--- src/rtl/aes_pkg.sv ---
`default_nettype none
// =====================================================================
// aes_pkg : shared encodings and state enum for the AES-128 sequencer
// Rev 1.0
// =====================================================================
package aes_pkg;

    localparam int AES_NR  = 10;
    localparam int AES_BLK = 128;

    localparam logic [1:0] OP_ARK = 2'd0;
    localparam logic [1:0] OP_SB  = 2'd1;
    localparam logic [1:0] OP_SR  = 2'd2;
    localparam logic [1:0] OP_MC  = 2'd3;

    typedef enum logic [1:0] {
        ST_IDLE  = 2'd0,
        ST_ISSUE = 2'd1,
        ST_WAIT  = 2'd2,
        ST_OUT   = 2'd3
    } ctrl_state_e;

endpackage
`default_nettype wire

--- src/rtl/aes_step_decoder.sv ---
`default_nettype none
// =====================================================================
// aes_step_decoder : step index 0..4*NR-1 -> {op select, round, last}
// Rev 1.0
// =====================================================================
module aes_step_decoder
    import aes_pkg::*;
#(
    parameter int NR = AES_NR
)
(
    input  logic [5:0] step,
    output logic [1:0] sel,
    output logic [3:0] round,
    output logic       last
);

    logic [5:0] w_rel;
    logic [3:0] w_rnd;

    // Steps after the initial ARK come in groups of four per round;
    // the final round reuses the MC slot for its ARK.
    assign w_rel = step - 6'd1;
    assign w_rnd = w_rel[5:2] + 4'd1;

    always_comb begin
        sel   = OP_ARK;
        round = 4'd0;
        if (step != 6'd0) begin
            round = w_rnd;
            case (w_rel[1:0])
                2'd0:    sel = OP_SB;
                2'd1:    sel = OP_SR;
                2'd2:    sel = (w_rnd == 4'(NR)) ? OP_ARK : OP_MC;
                default: sel = OP_ARK;
            endcase
        end
    end

    assign last = (step == 6'(4 * NR - 1));

endmodule
`default_nettype wire

--- src/rtl/aes_round_ctrl.sv ---
`default_nettype none
// =====================================================================
// aes_round_ctrl : AES-128 round sequencer driving the step modules
// Rev 1.0
// =====================================================================
module aes_round_ctrl
    import aes_pkg::*;
#(
    parameter int NR             = AES_NR,
    parameter int TIMEOUT_CYCLES = 255
)
(
    input  logic               clk,
    input  logic               rst,
    input  logic               in_valid,
    output logic               in_ready,
    input  logic [AES_BLK-1:0] in_data,
    output logic               out_valid,
    input  logic               out_ready,
    output logic [AES_BLK-1:0] out_data,
    output logic               op_start,
    output logic [1:0]         op_sel,
    output logic [3:0]         op_round,
    output logic [AES_BLK-1:0] op_state,
    input  logic               op_done,
    input  logic [AES_BLK-1:0] op_result,
    input  logic               abort,
    output logic               busy,
    output logic               err
);

    localparam int               CNT_W    = (TIMEOUT_CYCLES > 1) ? $clog2(TIMEOUT_CYCLES) : 1;
    localparam logic [CNT_W-1:0] CNT_LAST = CNT_W'(TIMEOUT_CYCLES - 1);
    localparam bit               TO_EN    = (TIMEOUT_CYCLES != 0);

    ctrl_state_e        r_state;
    ctrl_state_e        state_next;
    logic [AES_BLK-1:0] r_blk;
    logic [5:0]         r_step;
    logic [CNT_W-1:0]   r_wait_cnt;
    logic               r_err;

    logic               w_capture;
    logic               w_latch;
    logic               w_timeout;
    logic [1:0]         w_sel;
    logic [3:0]         w_round;
    logic               w_last;

    aes_step_decoder #(
        .NR (NR)
    ) u_dec (
        .step  (r_step),
        .sel   (w_sel),
        .round (w_round),
        .last  (w_last)
    );

    always_ff @(posedge clk or negedge rst) begin
        if (!rst) begin
            r_state <= ST_IDLE;
        end else begin
            r_state <= state_next;
        end
    end

    // Abort overrides every other event, including a coincident op_done.
    always_comb begin
        state_next = r_state;
        w_capture  = 1'b0;
        w_latch    = 1'b0;
        w_timeout  = 1'b0;
        if (abort) begin
            state_next = ST_IDLE;
        end else begin
            case (r_state)
                ST_IDLE: begin
                    if (in_valid) begin
                        w_capture  = 1'b1;
                        state_next = ST_ISSUE;
                    end
                end
                ST_ISSUE: state_next = ST_WAIT;
                ST_WAIT: begin
                    if (op_done) begin
                        w_latch    = 1'b1;
                        state_next = w_last ? ST_OUT : ST_ISSUE;
                    end else if (TO_EN && (r_wait_cnt == CNT_LAST)) begin
                        w_timeout  = 1'b1;
                        state_next = ST_IDLE;
                    end
                end
                ST_OUT: begin
                    if (out_ready) begin
                        state_next = ST_IDLE;
                    end
                end
                default: state_next = ST_IDLE;
            endcase
        end
    end

    always_ff @(posedge clk or negedge rst) begin
        if (!rst) begin
            r_blk      <= '0;
            r_step     <= 6'd0;
            r_wait_cnt <= '0;
            r_err      <= 1'b0;
        end else begin
            r_err <= w_timeout;

            if (w_capture) begin
                r_blk <= in_data;
            end else if (w_latch) begin
                r_blk <= op_result;
            end else if (w_timeout) begin
                r_blk <= '0;
            end

            if (w_capture || (state_next == ST_IDLE)) begin
                r_step <= 6'd0;
            end else if (w_latch && !w_last) begin
                r_step <= r_step + 6'd1;
            end

            // Cleared in ISSUE so the count reads zero on the first WAIT cycle.
            if (r_state == ST_ISSUE) begin
                r_wait_cnt <= '0;
            end else if (r_state == ST_WAIT) begin
                r_wait_cnt <= r_wait_cnt + CNT_W'(1);
            end
        end
    end

    assign in_ready  = (r_state == ST_IDLE);
    assign out_valid = (r_state == ST_OUT);
    assign busy      = (r_state != ST_IDLE);
    assign op_start  = (r_state == ST_ISSUE) && !abort;
    assign op_sel    = w_sel;
    assign op_round  = w_round;
    assign op_state  = r_blk;
    assign out_data  = r_blk;
    assign err       = r_err;

endmodule
`default_nettype wire

--- config.mk ---
export PLATFORM = sky130hd
export DESIGN_NAME = aes_round_ctrl
export DESIGN_NICKNAME = d
export VERILOG_FILES = /design/src/rtl/aes_pkg.sv /design/src/rtl/aes_step_decoder.sv /design/src/rtl/aes_round_ctrl.sv
export SDC_FILE = /design/constraint.sdc
export NUM_CORES = 1
export LEC_CHECK = 0
export CAP_MARGIN = 30
export CORE_AREA = 2 2 204 206
export DETAILED_ROUTE_END_ITERATION = 10
export DIE_AREA = 0 0 206 208
export PLACE_DENSITY = 0.54
export RECOVER_POWER = 100
export SYNTH_ARGS = -nofsm -noshare
export SYNTH_HDL_FRONTEND = slang
export SYNTH_HIERARCHICAL = 1
export SYNTH_SLANG_ARGS = --single-unit
--- constraint.sdc ---
create_clock -name clk -period 1.7 [get_ports clk]
set_input_delay 0.17 -clock clk [delete_from_list [all_inputs] [get_ports clk]]
set_output_delay 0.17 -clock clk [all_outputs]
set_load 0.05 [all_outputs]
==> metrics.txt <==
number of buffers between clock root and the deepest sink 2; sequence of cells on the critical path buf_4 -> nor2_4 -> xnor2_4 -> inv_2 -> ha_4 -> xor2_4 -> xnor2_4 -> a41oi_4 -> buf_12; TritonCTS clock tree built; last weighted congestion value of the routability-driven placer between 0.7 and 0.8; count of unique library cells instantiated by Yosys a little over 40; cell with the largest stage delay on the worst path sky130_fd_sc_hd__dfrtp_2; ratio of routed vias to standard cells approximately 4.3; overall routed net length around 37000 um; row count 74; largest stage delay on the critical path 0.44 ns; relative max-transition margin 35.76%; synthesized flop and latch total 145; kind of launch point of the worst setup path flop; first-pass GRT wire length ~52000 um; top cells by area in the synthesized netlist sky130_fd_sc_hd__dfrtp_1 48%, sky130_fd_sc_hd__a22o_1 15%, sky130_fd_sc_hd__a21o_1 13%; Slew @ Worst Pin 0.9636 ns; setup repair after global routing missed its margin true; class of the tightest hold or removal check input port to flop; fraction of synthesized cell area taken by the top area cell type a little under half; startpoint-to-endpoint class of the critical path flop to output port; run status finished with violations; power density of the placed cells 1270 nW/um^2; DPL Wire Length 24870 um; count of warnings emitted by yosys 6; Netlist Area Pre-Place approximately 7600 sq um; violated checks negative setup slack; Pwr Total 0.01736 W; post-route standard cell area excluding fillers 13670 sq um; per-instance average area after synthesis between 10 and 15 sq um; number of cells on the worst hold path 3; number of clock buffers inserted by TritonCTS 17; required time of the critical path approximately 1.5 ns; capturing element type of the critical path output port; initial antenna violation count 1; Post-Route Skew between 0.007 and 0.008 ns; fillcell total about 4200; share of the cycle needed by the critical path after routing 143.8%; static leakage roughly 6.5 nW; Routed WL per cell approximately 22 um; Top-Level Pins about 530; overall overflow remaining after global route 0; area taken by flip-flops and latches roughly 3600 sq um; dominant cell type by area after synthesis sky130_fd_sc_hd__dfrtp_1; via count of the first global-routing pass between 7000 and 8000; post-synthesis async set-or-reset flop share between 90% and 100%; Die Span Y between 200 and 250 um; Die Outline Area ~43000 sq um; clock-pin slew on the worst setup and hold paths about 0.060 ns; Floorplan Core Area 40550 sq um; Initial DRC Count 340; overall die width 206 um; number of nets in the final layout around 1400; final hold violation count 0; number of enable flip-flop cells after synthesis 0; Num Clock Sinks between 100 and 150; final period demand of the worst path 2.445 ns; max-cap check violation count 0; worst-case reg-to-reg path depth 10; final setup violating endpoints 145; clock insertion delay at the later pin of the skew report about 0.44 ns; Vias 7353; largest net degree at the start of global routing 65; number of port buffers approximately 530; ratio of cells with drive above 1 in the final layout about 25%; deepest level of the CTS H-tree 4; total global-route track usage between 10% and 20%; total iterations of the first detailed-routing run 4; starting utilization of the core area between 10% and 20%; IR Drop Worst-Case VDD roughly 0.55 mV; placed standard-cell area approximately 13000 sq um; achievable frequency a little over 400 MHz; maximum fanout along the worst path 4; post-synthesis net count 950; CTS root buffer sky130_fd_sc_hd__clkbuf_16; Placed Instances 1621; max-slew violations 0; post-detailed-route DRC marker count 0; signed area change from the synthesized netlist to the final layout 80.50%; final instance count without filler cells 1715; arrival time at the worst endpoint roughly 2.3 ns; portion of the post-synthesis area used by sequential elements 47.93%; most frequently used flop master after synthesis sky130_fd_sc_hd__dfrtp_1; area of the multi-input gates approximately 3100 sq um; post-route setup slack -0.7454 ns; Detail Route Antenna Nets 0; Gate Count Post-Synth 679; most used cell, CP sky130_fd_sc_hd__xnor2_4
[layout by cell type, fill, tap and decap left out, types with 5 or more instances in the layout]
cell type,netlist,layout
sky130_fd_sc_hd__clkdlybuf4s50_1,0,260
sky130_fd_sc_hd__clkbuf_1,36,150
sky130_fd_sc_hd__dfrtp_1,145,142
sky130_fd_sc_hd__a21o_1,128,128
sky130_fd_sc_hd__a22o_1,128,124
sky130_fd_sc_hd__clkbuf_2,0,100
sky130_fd_sc_hd__buf_4,128,54
sky130_fd_sc_hd__buf_16,0,28
sky130_fd_sc_hd__buf_12,0,26
sky130_fd_sc_hd__clkbuf_16,0,17
sky130_fd_sc_hd__buf_6,0,13
sky130_fd_sc_hd__dlygate4sd2_1,0,12
sky130_fd_sc_hd__inv_1,11,7
sky130_fd_sc_hd__nor2_1,9,6
sky130_fd_sc_hd__nand2_1,6,5
sky130_fd_sc_hd__nand4_1,5,5
sky130_fd_sc_hd__xor2_1,7,5
[registers in the layout, summed over array words and instances, names as in the netlist]
signal / flops
op_state: 128
r_wait_cnt: 8
r_step: 6
r_state: 2
err: 1
[layer usage]
metal	global-route usage (%)	wire, um	vias up	share of wire (%)
li1	-	-	3358	-
met1	19.35	14390	3573	38
met2	29.82	18540	371	50
met3	3.838	2706	51	7.2
met4	8.448	1790	0	4.8
met5	0	0	-	0
[worst max-delay path: cells and delay by family, from the launching register on]
kind	cells	cell delay (ns)
adders and majority gates	1	0.18
buffers and inverters	3	0.39
AOI/OAI and AO/OA	1	0.14
DFF	1	0.44
xor gates and xnor gates	3	0.53
and+or+nand+nor	1	0.15
[path summary, 6_finish.rpt]
kind / endpoint / slack (ns) / start
min: op_state[40] / 0.40 / op_result[40]
max reg2reg: r_step[4] / -0.28 / r_step[1]
max in group asynchronous: op_state[21] / 0.26 / rst
min in group asynchronous: op_state[37] / 0.43 / rst
min reg2reg: op_state[55] / 0.50 / op_state[55]
max: op_sel[1] / -0.75 / r_step[0]
[through the flow]
step / setup WS [ns] / setup TNS, ns / utilization (%) / hold slack (ns)
floorplan: -0.4634 / -8.053 / - / -0.1256
global placement: -0.2965 / -16.85 / 30.94 / 0.1019
detailed placement: -0.3701 / -21.04 / 30.94 / 0.1025
CTS: -0.8152 / -15.57 / 35.74 / 0.1830
global route: -0.8489 / -28.49 / 33.70 / 0.3722
finish: -0.7454 / -17.86 / 33.70 / 0.4007
[timing repair]
| action | in CTS | in global routing |
|---|---|---|
| endpoints found under the setup margin | 152 | 146 |
| gates cloned | 29 | 0 |
| hold endpoints to repair | 90 | 0 |
| buffers inserted | 28 | 15 |
| hold buffers | 1 | 0 |
| gates resized for setup | 90 | 33 |
| pin swaps | 86 | 68 |
[cells by family (layout without fill, tap and decap cells)]
kind of cell | after synthesis | in the layout | share of synthesized area [%]
mux | 1 | 1 | 0.1322
compound gates | 288 | 288 | 30.33
xor+xnor | 13 | 13 | 1.504
fa+ha+maj | 9 | 9 | 1.487
buf+inv | 184 | 687 | 15.55
simple gates | 39 | 39 | 3.074
other cells | 0 | 1 | 0
flops | 145 | 145 | 47.93
[power breakdown]
group          total [W]  leakage (nW)  switching (W)  internal, W
clock            0.00395         0.296        0.00154      0.00242
combinational    0.00856          4.44        0.00631      0.00225
sequential       0.00485          1.81       0.000701      0.00415
[synth_stat cells, types with 2 or more instances]
cell / n
sky130_fd_sc_hd__nand2b_1: 3
sky130_fd_sc_hd__nor2_1: 9
sky130_fd_sc_hd__o31ai_1: 2
sky130_fd_sc_hd__dfrtp_1: 145
sky130_fd_sc_hd__xor2_1: 7
sky130_fd_sc_hd__a21oi_1: 7
sky130_fd_sc_hd__nor3_1: 3
sky130_fd_sc_hd__inv_1: 11
sky130_fd_sc_hd__clkbuf_1: 36
sky130_fd_sc_hd__buf_4: 128
sky130_fd_sc_hd__nor2b_1: 2
sky130_fd_sc_hd__nor3b_1: 2
sky130_fd_sc_hd__nand2_1: 6
sky130_fd_sc_hd__a41oi_1: 2
sky130_fd_sc_hd__buf_2: 5
sky130_fd_sc_hd__o21ai_0: 6
sky130_fd_sc_hd__a211oi_1: 5
sky130_fd_sc_hd__nand4_1: 5
sky130_fd_sc_hd__a22o_1: 128
sky130_fd_sc_hd__ha_1: 9
sky130_fd_sc_hd__xnor2_1: 6
sky130_fd_sc_hd__a21o_1: 128
sky130_fd_sc_hd__and3_1: 3
sky130_fd_sc_hd__buf_1: 4
[cell type report]
cell class | count | share of cell area [%]
Antenna cell | 1 | 0.01831
Clock buffer | 22 | 3.470
Clock inverter | 9 | 0.9522
Inverter | 11 | 0.3296
Multi-Input combinational cell | 350 | 22.56
Sequential cell | 145 | 26.58
Tap cell | 532 | 4.871
Timing Repair Buffer | 645 | 41.22
Note: power is estimated with default switching activity, not from simulation.
